`src/rtl/spi_master.sv`:
```
// SPI master: one DATA_WIDTH word per transaction, all four SPI modes, Start/Busy/Done handshake.
// Optional SPIMASTER_LSBFIRST_EN adds a LsbFirst input selecting bit-0-first transfers.
module spi_master #(
  parameter int unsigned DATA_WIDTH = 8,
  parameter int unsigned CLK_DIV    = 4
) (
  input  logic                  Clk,
  input  logic                  Rst_n,
  input  logic                  Start,
  input  logic [1:0]            Mode,
  input  logic [DATA_WIDTH-1:0] DataWr,
`ifdef SPIMASTER_LSBFIRST_EN
  input  logic                  LsbFirst,
`endif
  output logic [DATA_WIDTH-1:0] DataRd,
  output logic                  Busy,
  output logic                  Done,
  output logic                  SCK,
  output logic                  SDO,
  input  logic                  SDI,
  output logic                  CS
);

  localparam int unsigned CntW  = (CLK_DIV > 1) ? $clog2(CLK_DIV) : 1;
  localparam int unsigned EdgeW = $clog2(2 * DATA_WIDTH);
  localparam logic [CntW-1:0]  CntLast  = CntW'(CLK_DIV - 1);
  localparam logic [EdgeW-1:0] EdgeLast = EdgeW'(2 * DATA_WIDTH - 1);

  typedef enum logic [1:0] {StIdle, StSetup, StShift, StHold} state_e;

  state_e                  state_q;
  logic [CntW-1:0]         cnt_q;
  logic [EdgeW-1:0]        edge_q;
  logic                    cpha_q;
  logic                    lsb_q;
  logic [DATA_WIDTH-1:0]   tx_q;
  logic [DATA_WIDTH-1:0]   rx_q;
  logic                    lsb_in;
  logic [DATA_WIDTH-1:0]   tx_load;
  logic [DATA_WIDTH-1:0]   rx_next;

`ifdef SPIMASTER_LSBFIRST_EN
  assign lsb_in = LsbFirst;
`else
  assign lsb_in = 1'b0;
`endif

  // The transmit shifter always runs MSB-first; LSB-first order is a bit-reversed load.
  always_comb begin
    tx_load = DataWr;
    if (lsb_in) begin
      for (int i = 0; i < int'(DATA_WIDTH); i++) begin
        tx_load[i] = DataWr[DATA_WIDTH-1-i];
      end
    end
  end

  always_comb begin
    rx_next = lsb_q ? {SDI, rx_q[DATA_WIDTH-1:1]} : {rx_q[DATA_WIDTH-2:0], SDI};
  end

  always_ff @(posedge Clk or negedge Rst_n) begin
    if (!Rst_n) begin
      state_q <= StIdle;
      cnt_q   <= '0;
      edge_q  <= '0;
      cpha_q  <= 1'b0;
      lsb_q   <= 1'b0;
      tx_q    <= '0;
      rx_q    <= '0;
      DataRd  <= '0;
      Busy    <= 1'b0;
      Done    <= 1'b0;
      SCK     <= 1'b0;
      SDO     <= 1'b0;
      CS      <= 1'b1;
    end else begin
      Done <= 1'b0;
      unique case (state_q)
        StIdle: begin
          CS   <= 1'b1;
          SDO  <= 1'b0;
          Busy <= 1'b0;
          SCK  <= Mode[1];
          if (Start) begin
            cpha_q  <= Mode[0];
            lsb_q   <= lsb_in;
            tx_q    <= tx_load;
            SDO     <= tx_load[DATA_WIDTH-1];
            CS      <= 1'b0;
            Busy    <= 1'b1;
            cnt_q   <= '0;
            edge_q  <= '0;
            state_q <= StSetup;
          end
        end
        StSetup: begin
          if (cnt_q == CntLast) begin
            cnt_q   <= '0;
            state_q <= StShift;
          end else begin
            cnt_q <= cnt_q + 1'b1;
          end
        end
        StShift: begin
          if (cnt_q == CntLast) begin
            cnt_q  <= '0;
            SCK    <= ~SCK;
            edge_q <= edge_q + 1'b1;
            // edge_q counts completed edges, so an even value means a leading edge is due
            if (!edge_q[0]) begin
              if (!cpha_q) begin
                rx_q <= rx_next;
              end else begin
                SDO  <= tx_q[DATA_WIDTH-1];
                tx_q <= {tx_q[DATA_WIDTH-2:0], 1'b0};
              end
            end else begin
              if (cpha_q) begin
                rx_q <= rx_next;
              end else if (edge_q != EdgeLast) begin
                SDO  <= tx_q[DATA_WIDTH-2];
                tx_q <= {tx_q[DATA_WIDTH-2:0], 1'b0};
              end
            end
            if (edge_q == EdgeLast) begin
              state_q <= StHold;
            end
          end else begin
            cnt_q <= cnt_q + 1'b1;
          end
        end
        StHold: begin
          if (cnt_q == CntLast) begin
            cnt_q   <= '0;
            CS      <= 1'b1;
            Busy    <= 1'b0;
            Done    <= 1'b1;
            DataRd  <= rx_q;
            SDO     <= 1'b0;
            state_q <= StIdle;
          end else begin
            cnt_q <= cnt_q + 1'b1;
          end
        end
        default: state_q <= StIdle;
      endcase
    end
  end

endmodule

```
`config.mk`:
```
export PLATFORM = sky130hd
export DESIGN_NAME = spi_master
export DESIGN_NICKNAME = d
export VERILOG_FILES = /design/src/rtl/spi_master.sv
export SDC_FILE = /design/constraint.sdc
export NUM_CORES = 1
export LEC_CHECK = 0
export BUFFER_PORTS_ARGS = -buffer_cell sky130_fd_sc_hd__buf_2
export CORE_MARGIN = 4
export CORE_UTILIZATION = 30
export DETAILED_ROUTE_END_ITERATION = 8
export SYNTH_ARGS = -nofsm -noshare
export SYNTH_HDL_FRONTEND = slang
export SYNTH_SLANG_ARGS = --single-unit
```
`constraint.sdc`:
```
create_clock -name Clk -period 2.3 [get_ports Clk]
set_input_delay 0.23 -clock Clk [delete_from_list [all_inputs] [get_ports Clk]]
set_output_delay 0.23 -clock Clk [all_outputs]
set_load 0.02 [all_outputs]
```
==> impl_metrics.env <==
export IMPL_fin_crit_ns=2.099
export IMPL_cts_tree="done"
export IMPL_regArea_sq_um=952.2
export IMPL_vdd_drop_max_mv=0.5922
export IMPL_grt_setup_unrepaired="false"
export IMPL_die_y_um=86.91
export IMPL_pin_count=27
export IMPL_path_max_fanout=11
export IMPL_synthSimpleGateAreaFrac_pct=6.631
export IMPL_synthAdderAreaFrac_pct=6.028
export IMPL_final_nets=199
export IMPL_layout_commonest_cell="dfrtp_1"
export IMPL_clock_fmax_ghz=0.4764
export IMPL_grt_max_degree=39
export IMPL_crit_path_end_kind="register"
export IMPL_synth_top_family_by_area="multiplexers"
export IMPL_syn_nets=167
export IMPL_drive_gt1_share_pct=43.50
export IMPL_hp_class="input pin to async pin"
export IMPL_drt_iter0_markers=77
export IMPL_hpwl_um=2457
export IMPL_cellPowerDensity_mw_per_mm2=1318
export IMPL_critPathRequiredTime_ns=2.48
export IMPL_start_util_pct=31.18
export IMPL_synth_seq_cells=38
export IMPL_fin_tns_setup_ns=0
export IMPL_max_cap_viol_count=0
export IMPL_dieArea_sq_mm=0.007553
export IMPL_grt_pass1_vias=1231
export IMPL_synthArstFlopShare_pct=100.0
export IMPL_dp_cells=244
export IMPL_vias_per_cell=4.675
export IMPL_clock_sinks=38
export IMPL_clock_latency_ns=0.29
export IMPL_grt_pass1_wl_um=5754
export IMPL_avgSynthCellArea_sq_um=12.97
export IMPL_antenna_cells=0
export IMPL_hold_viol=0
export IMPL_holdBufCountCts=0
export IMPL_final_cells=252
export IMPL_portBuffers=26
export IMPL_vias=1178
export IMPL_wl_um=3368
export IMPL_synth_xor_area_share_pct=0.9377
export IMPL_nFillCells=581
export IMPL_row_count=28
export IMPL_syn_area_sq_mm=0.001868
export IMPL_max_slew_margin_pct=44.33
export IMPL_finClkSkew_ns=0.004541
export IMPL_worst_pin_slew_ns=0.8351
export IMPL_min_period_over_period_pct=91.27
export IMPL_yosysWarnings=0
export IMPL_htree_num_levels=2
export IMPL_drtAntennaViolNets=0
export IMPL_synth_mux_area_fraction_pct=21.84
export IMPL_syn_inst=144
export IMPL_grt_use_total_pct=9.763
export IMPL_slowest_delay_ns=0.43
export IMPL_fin_hold_ws_ns=0.04369
export IMPL_post_route_drc_count=0
export IMPL_multiInputGateArea_sq_um=838.3
export IMPL_synthFlopType="dfrtp_1"
export IMPL_slew_violations=0
export IMPL_cp_cell_sequence="inv_1, ha_1, nor2b_2, nor3_4, nand2b_1, buf_4, mux2_4"
export IMPL_grt_ovfl_total=0
export IMPL_synth_edff_count=0
export IMPL_crit_path_start_kind="register"
export IMPL_layout_common_cells="37 x dfrtp_1, 26 x mux2_2, 26 x buf_2, 10 x o21ai_0"
export IMPL_coreArea_sq_mm=0.005991
export IMPL_antenna_found_initial=0
export IMPL_syn2layout_area_growth_pct=16.34
export IMPL_cts_buffers=5
export IMPL_clockBufferDepth=2
export IMPL_setup_viol=0
export IMPL_slowest_stage="dfrtp_1"
export IMPL_cts_setup_buffers=0
export IMPL_run_status="finished, final reports clean"
export IMPL_dieWidth_um=86.91
export IMPL_clk_pin_slew_ns=0.07
export IMPL_firstDrtPassIters=4
export IMPL_gp_congestion=0.8304
export IMPL_p_leak_uw=0.001066
export IMPL_synth_cell_types=39
export IMPL_critPathArrivalTime_ns=2.27
export IMPL_synth_compound_area_share_pct=9.444
export IMPL_cts_root_buf="clkbuf_8"
export IMPL_yosysSeqAreaShare_pct=50.97
export IMPL_crit_type="register to register"
export IMPL_wl_per_cell_um=13.37
export IMPL_ctsResizeCount=0
==> logic make-up after synthesis <==
| family | after synthesis |
|---|---|
| fa+ha+maj | 9 |
| buf+inv | 15 |
| compound gates | 25 |
| mux | 34 |
| xor+xnor | 2 |
| flops | 38 |
| simple gates | 21 |
==> layer usage <==
metal	global-route usage, %	part of all wire [%]	vias up
met5	0	0	-
li1	-	-	575
met2	14.29	45	21
met4	3.824	1.6	0
met1	12.96	48	576
met3	3.784	5.1	6
==> cell usage after synthesis, types with 4 or more instances <==
| library cell | instances | area (sq um) |
|---|---|---|
| dfrtp_1 | 37 | 925.9 |
| ha_1 | 9 | 112.6 |
| inv_1 | 9 | 33.78 |
| mux2_2 | 26 | 292.8 |
| mux2_4 | 7 | 105.1 |
| nand2_1 | 4 | 15.01 |
| nand3_1 | 4 | 20.02 |
| nor2_1 | 4 | 15.01 |
| o21ai_0 | 10 | 50.05 |
==> sequential cells by signal, indices dropped and copies added (netlist names) <==
signal / flops
cnt_q: 2
SCK: 1
DataRd: 8
cpha_q: 1
Busy: 1
tx_q: 8
state_q: 2
edge_q: 4
rx_q: 8
CS: 1
SDO: 1
Done: 1
==> power breakdown <==
part / internal (uW) / leakage (uW) / switching, uW
clock network: 242 / 0.0000482 / 222
registers: 922 / 0.000485 / 169
logic: 673 / 0.000532 / 636
total: 1840 / 0.00107 / 1030
==> worst paths after layout <==
check                                start        end  slack, ns  cells past startpoint
worst min-delay path                 Rst_n    rx_q[2]       0.04                      1
max in group asynchronous            Rst_n  edge_q[3]       1.74                      1
worst max register to register  state_q[0]    tx_q[1]       0.20                      7
worst min register to register    cnt_q[0]   cnt_q[0]       0.48                      1
min in group Clk                       SDI    rx_q[0]       0.18                      2
worst max-delay path            state_q[0]    tx_q[1]       0.20                      7
==> stage by stage <==
| step | setup slack, ns | instance area, sq um | utilization [%] | power, uW |
|---|---|---|---|---|
| 2_1_floorplan | 0.5257 | 1868 | - | 2146 |
| 3_3_place_gp | 0.2543 | 2082 | 34.75 | 2408 |
| 3_5_place_dp | 0.1928 | 2082 | 34.75 | 2433 |
| 4_1_cts | 0.1793 | 2173 | 36.28 | 2910 |
| 5_1_grt | 0.05157 | 2173 | 36.28 | 3102 |
| 6_report | 0.2008 | 2173 | 36.28 | 2864 |
==> area by class of cell <==
type	instances	share of cell area, %
well taps	75	4.318
flip-flops and latches	38	43.81
multi-input cells	91	38.57
clock inverters	1	0.2303
clock buffers	7	3.972
repair buffers	30	7.369
inverters	10	1.727
==> worst max-delay path: cells and delay by family, from the launching register on <==
kind | cells | cell delay [ns]
multiplexers | 1 | 0.32
buffers and inverters | 2 | 0.29
flip-flops | 1 | 0.43
adder cells (fa/ha/maj) | 1 | 0.38
AND/OR/NAND/NOR | 3 | 0.57
Note: power is estimated with default switching activity, not from simulation.
